File: config.mk
export PLATFORM = sky130hd
export DESIGN_NAME = serial_adder
export DESIGN_NICKNAME = d
export VERILOG_FILES = /design/src/rtl/serial_adder_pkg.sv /design/src/rtl/serial_adder_full_adder.sv /design/src/rtl/serial_adder.sv
export SDC_FILE = /design/constraint.sdc
export NUM_CORES = 1
export LEC_CHECK = 0
export CAP_MARGIN = 10
export CORE_UTILIZATION = 46
export CTS_CLUSTER_DIAMETER = 60
export CTS_CLUSTER_SIZE = 28
export DETAILED_ROUTE_END_ITERATION = 6
export PLACE_DENSITY = 0.85
export REMOVE_ABC_BUFFERS = 1
export SETUP_SLACK_MARGIN = 0.5
export SYNTH_ARGS = -nofsm -noshare
export SYNTH_HDL_FRONTEND = slang
export SYNTH_SLANG_ARGS = --single-unit
export TNS_END_PERCENT = 5
File: constraint.sdc
create_clock -name clk -period 1.3 [get_ports clk]
set_clock_uncertainty 0.1 [all_clocks]
set_input_delay 0.26 -clock clk [delete_from_list [all_inputs] [get_ports clk]]
set_output_delay 0.26 -clock clk [all_outputs]
set_load 0.02 [all_outputs]
File: src/rtl/serial_adder_pkg.sv
// Shared types for the bit-serial adder: FSM state enum and its encodings.
package serial_adder_pkg;

  localparam logic [1:0] ST_IDLE  = 2'd0;
  localparam logic [1:0] ST_SHIFT = 2'd1;
  localparam logic [1:0] ST_DONE  = 2'd2;

  typedef enum logic [1:0] {
    IDLE  = ST_IDLE,
    SHIFT = ST_SHIFT,
    DONE  = ST_DONE
  } state_t;

endpackage

File: src/rtl/serial_adder_full_adder.sv
// One-bit full adder cell (module full_adder), the only arithmetic element of serial_adder.
module full_adder (
  input  logic A,
  input  logic B,
  input  logic Cin,
  output logic sum,
  output logic carry
);

  assign sum   = A ^ B ^ Cin;
  assign carry = (A & B) | (A & Cin) | (B & Cin);

endmodule

File: src/rtl/serial_adder.sv
// Bit-serial adder: {carry,sum} = A + B + Cin over WIDTH cycles, LSB first.
// Optional two's-complement overflow output when SERIAL_ADDER_OVF_EN is defined.
module serial_adder
  import serial_adder_pkg::*;
#(
  parameter int WIDTH = 8
) (
  input  logic             clk,
  input  logic             rst,
  input  logic             start,
  input  logic [WIDTH-1:0] A,
  input  logic [WIDTH-1:0] B,
  input  logic             Cin,
  output logic             busy,
  output logic             done,
  output logic [WIDTH-1:0] sum,
  output logic             carry
`ifdef SERIAL_ADDER_OVF_EN
  ,
  output logic             ovf
`endif
);

  localparam int CW = $clog2(WIDTH + 1);

  state_t           state;
  logic [WIDTH-1:0] opa, opb;
  logic             cff;
  logic [CW-1:0]    cnt;
  logic             fa_s, fa_c;
  logic [WIDTH-1:0] res_full;
  logic             last;

  full_adder u_fa (
    .A    (opa[0]),
    .B    (opb[0]),
    .Cin  (cff),
    .sum  (fa_s),
    .carry(fa_c)
  );

  assign last = (cnt == CW'(WIDTH - 1));

  // res_full is the result register as it will read after this shift;
  // only WIDTH-1 bits need storing since the MSB comes straight from the cell.
  if (WIDTH == 1) begin : g_one
    assign res_full = fa_s;
  end else begin : g_multi
    logic [WIDTH-2:0] res;
    always_ff @(posedge clk) begin
      if (rst)                 res <= '0;
      else if (state == SHIFT) res <= res_full[WIDTH-1:1];
    end
    assign res_full = {fa_s, res};
  end

  always_ff @(posedge clk) begin
    if (rst) begin
      state <= IDLE;
      opa   <= '0;
      opb   <= '0;
      cff   <= 1'b0;
      cnt   <= '0;
      busy  <= 1'b0;
      done  <= 1'b0;
      sum   <= '0;
      carry <= 1'b0;
`ifdef SERIAL_ADDER_OVF_EN
      ovf   <= 1'b0;
`endif
    end else begin
      case (state)
        IDLE, DONE: begin
          done <= 1'b0;
          if (start) begin
            opa   <= A;
            opb   <= B;
            cff   <= Cin;
            cnt   <= '0;
            busy  <= 1'b1;
            state <= SHIFT;
          end else begin
            state <= IDLE;
          end
        end
        SHIFT: begin
          opa <= opa >> 1;
          opb <= opb >> 1;
          cff <= fa_c;
          cnt <= cnt + CW'(1);
          if (last) begin
            sum   <= res_full;
            carry <= fa_c;
`ifdef SERIAL_ADDER_OVF_EN
            // cff holds the carry into the MSB on the final bit
            ovf   <= cff ^ fa_c;
`endif
            busy  <= 1'b0;
            done  <= 1'b1;
            state <= DONE;
          end
        end
        default: state <= IDLE;
      endcase
    end
  end

endmodule

Yosys cells after proc, flatten, opt, wreduce, memory -nomap -nowiden
Cells that the tools add are included.
Cells by class
  add/sub/neg operators: 1
  multiplexer cells: 16
  bitwise operators: 7
  equal/unequal tests: 5
  div/mod/pow operators: 0
  shift-type cells: 0
  magnitude comparators: 0
  reductions and logical operators: 7
  $mul: 0
Operators with widths (count)
  8-bit case mux with 2 select lines: 2
  8-bit two-way mux: 2
  4-bit case mux with 2 select lines: 1
  1-bit case mux with 2 select lines: 3
  2-bit AND reduction: 3
  1-bit two-way mux: 5
  4-bit by 1-bit adder with 4-bit output, second input constant: 1
  4-bit by 3-bit == test with 1-bit output, second input constant: 1
  4-bit two-way mux: 1
  2-bit inequality test, second input constant: 2
  2-bit case mux with 2 select lines: 1
  1-bit bitwise AND: 3
  3-bit AND reduction: 1
  2-bit by 1-bit == test with 1-bit output, second input constant: 1
  2-bit == test, second input constant: 1
  2-bit logical NOT: 1
  2-bit two-way mux: 1
  1-bit bitwise OR: 2
  2-bit nonzero test: 1
  2-bit OR reduction: 1
  1-bit XOR: 2
Word-level totals
  logic and storage cells: 46
  flip-flop bits (word level): 41
  memories: 0
  bits in writable memories: 0
  bits of input ports: 20
  latch bits: 0
  bits in read-only memories: 0

Logic depth before layout (Yosys ltp)
  depth after elaboration: 4
  gate-level depth with buffers: 5
  depth with buffers taken out: 4

Modules after synthesis
A second synthesis with hierarchy kept.
Unflattened totals
  cell total of the unflattened synthesis: 195
  area, all modules: 1694.1 sq um
By module, submodules not included
  serial_adder: area each 1674.1 sq um, instances 1, sequential area each 820.8 sq um, cells each 194
  full_adder: area each 20.0 sq um, instances 1, sequential area each 0.0 sq um, cells each 1

Worst setup path before layout
No wires, ideal clock.
  path type: flip-flop to flip-flop
  start point: reg cnt[0]
  end point: reg sum[0]
  period minus slack after synthesis: 1.272 ns
  data arrival time: 1.103 ns
  library setup time: 0.069 ns
  setup slack: 0.028 ns
  path buffers: 1
  required time: 1.131 ns
  stages on the path, launching flop included: 6
  path through: dfxtp_1 > ha_1 > nand3b_1 > or2_1 > buf_2 > o21ai_1
Between the ends
  longest elaborated chain between the ends: 2
Ends and longest elaborated chain
  from (decl): RTL line serial_adder.sv:29  | logic [CW-1:0] cnt;
  from (signal assigned): RTL line serial_adder.sv:90  | cnt <= cnt + CW'(1);
  4-bit by 3-bit == test with 1-bit output: RTL line serial_adder.sv:42  | assign last = (cnt == CW'(WIDTH - 1));
  2-bit AND reduction (no source line)
  to (signal assigned): RTL line serial_adder.sv:92  | sum <= res_full;
  to (decl): RTL line serial_adder.sv:16  | output logic [WIDTH-1:0] sum,
No other way between the ends.
A chain may end at the register's enable or synchronous reset.

Worst setup path in the final report
  start point: reg cnt[1]
  end point: reg sum[0]
Same word-level chain as after synthesis.

==> out/summary.txt <==
Vias in the first global route - 1,268
Hold path depth - 2
Pleak - 0.816 nW
# IOs - 31
CP Class - reg2reg
CTS hold repair buffers - 0
Initial DRT Pass Iterations - 4
Total wire length - 3.58 mm
Seq/Total Area, Yosys - 48.4%
Layout cells sized above 1 - 25.0%
Ant. Diodes - 0
Setup slack after layout - 0.0334 ns
Clk root buf - clkbuf_8
Worst vdd ir - 0.000827 V
Fin area - 2320 um2
# rows - 21
Starting Density - 49.2%
Antenna violations before repair - 0
Synth area leaders - dfxtp_1 48%, a21oi_1 8.9%, a22oi_1 6.6%
Die H - 62.7 um
Slew margin rel. - 81.1%
DR iter-0 viols - 89
Hold Slack - 0.357 ns
Worst r2r src - cnt[1]
Cell area after synthesis - 1690 um2
Die W - 62.7 um
Synthesis Warnings - 0
Synthesized flop and latch total - 41
Mapped Avg Cell Area - 8.69 um2
IO Port Bufs - 30
CTS tree - done
Clock Latency Late Sink - 0.30 ns
Aggregate global routing overflow - 0
Drc violations - 0
Global placer's final weighted congestion - 0.706
Die ar. - 3930 um2
Worst hold path endpoint - g_multi.res[0]
Setup-failing EPs final - 0
Max-cap violations - 0
Sequential Power Share - 48.8%
Hold Fails Final Rpt - 0
Post-Syn Instances - 195
Startpoint types - flip-flop
Logic gate share of total power - 12.9%
Number of placed instances, taps included - 268
All-Layer GR Usage - 18.6%
Fmax - 0.790 GHz
Final Max Tran Viols - 0
Pin count of the biggest net entering global routing - 24
Most frequent cells in the layout - 36 x dfxtp_1, 30 x a21oi_1, 19 x nand3_1
Yosys top cell area share - 48.4%
First-pass GRT wire length - 5.74 mm
Leading area contributor after synthesis - dfxtp_1
Worst Path Required - 1.43 ns
Reg2reg end - sum[0]
Status - completed
Power after layout - 0.00274 W
Core outline area - 3440 um2
DRT antenna net count - 0
Leading cell type in the layout, fill and taps excluded - dfxtp_1
Net count, final - 253
Tightest Pin Transition - 0.282 ns
Pre-CTS setup slack - -0.343 ns
Crit share post-route - 97.4%
Critical path arrival - 1.40 ns
Final cell count without fillers - 278
Worst setup EP type - flip-flop
Vias - 1,492
Htree depth - 2
TritonCTS sink count - 41
Max clock buf depth - 2
Worst Reg-to-Reg Cells - 4
Cell Int Power - 0.00211 W
Switch share - 23.1%
Worst Hold Launch - g_multi.res[0]
WL/cell - 12.9 um
Post-route minimum period - 1.27 ns
Clock Power Share - 38.3%
Clock Pin Slew Worst Setup and Hold Paths - 0.08 ns
Worst-path fanout max - 6
Setup slack, reg-to-reg - 0.03 ns
Dpl hpwl - 2.19 mm
Worst min-delay path class - reg2reg
Drt via density - 5.37
CTS Buf Count - 5
RSZ-0062 raised after global routing - true
Placed Area - 2090 um2
Count of different cell masters after synthesis - 25
Switching power - 0.000635 W
Cell area power density - 1180 nW/um2
Layout area overhead - 36.9%
[final cells by class]
| cell class | instances | area [um2] |
|---|---|---|
| clock buffer | 7 | 86.3 |
| clock inverter | 1 | 30.0 |
| fill | 290 | 1120 |
| multi-input combinational | 137 | 857 |
| sequential | 41 | 830 |
| tap | 46 | 57.6 |
| timing repair buffer | 46 | 458 |
[what timing repair did]
action | CTS | global route
setup endpoints to repair | 52 | 52
cloned | 0 | 1
pin swaps | 0 | 2
hold endpoints to repair | 0 | 0
buffers inserted | 0 | 1
gates resized for setup | 51 | 22
[per-layer routing]
metal | GRT usage (%) | wire, um
met4 | 9.59 | 69
met2 | 28.0 | 1750
met5 | 0 | 0
met1 | 24.4 | 1630
met3 | 4.74 | 132
[logic make-up after synthesis]
kind of cell / Yosys count / synth area share, %
muxes: 2 / 1.55
DFF: 41 / 48.4
adders and majority gates: 2 / 1.92
and+or+nand+nor: 67 / 20.5
buffers and inverters: 18 / 5.76
AOI/OAI and AO/OA: 65 / 21.9
[stage by stage]
| step | setup TNS [ns] | util, % |
|---|---|---|
| after global routing | -0.0794 | 67.4 |
| after floorplan | -8.94 | - |
| after global placement | -7.93 | 60.8 |
| final | 0 | 67.4 |
| after detailed placement | -8.10 | 60.8 |
| after CTS | 0 | 64.6 |
[worst max-delay path: stages (launching register included)]
cell and delay (ns):
dfxtp_2 0.36, ha_4 0.14, nand3b_1 0.13, or2_4 0.33
o21ai_2 0.13
[synth_stat cells]
cell type and n:
nor2_1 3, nand4_1 1, and2b_1 1, nand3_1 19
ha_1 1, or2_1 1, nor3b_1 1, nand2_1 18
mux2_4 1, nor2b_1 10, buf_1 3, nand3b_1 1
fa_1 1, buf_2 9, a22oi_1 15, dfxtp_1 41
o21ai_0 6, buf_4 3, clkbuf_1 2, mux2_1 1
nand2b_1 12, o21ai_1 13, a211oi_2 1, a21oi_1 30
buf_6 1
[registers in the layout, indices dropped and copies added, names as in the netlist]
register     count
sum              8
opa              8
state            2
opb              8
cnt              4
busy             1
done             1
cff              1
g_multi.res      7
carry            1
[how the worst max path moves through the flow]
stage | slack [ns] | from | depth (start not counted) | end
6_report | 0.03 | cnt[1] | 4 | sum[0]
5_1_grt | -0.02 | cnt[1] | 5 | busy
4_1_cts | 0.05 | cnt[0] | 4 | sum[7]
3_5_place_dp | -0.34 | start | 6 | opa[2]
3_3_place_gp | -0.31 | start | 5 | cnt[2]
2_1_floorplan | -0.42 | state[1] | 3 | cnt[2]
[power groups by stage]
stage                     clock (W)  sequential, W  combinational [W]
after floorplan                   0        0.00136           0.000139
after global placement            0        0.00136           0.000318
after detailed placement          0        0.00136           0.000323
after CTS                   0.00107        0.00133           0.000327
after global routing        0.00114        0.00134           0.000384
final                       0.00105        0.00134           0.000355
Note: power is estimated with default switching activity, not from simulation.
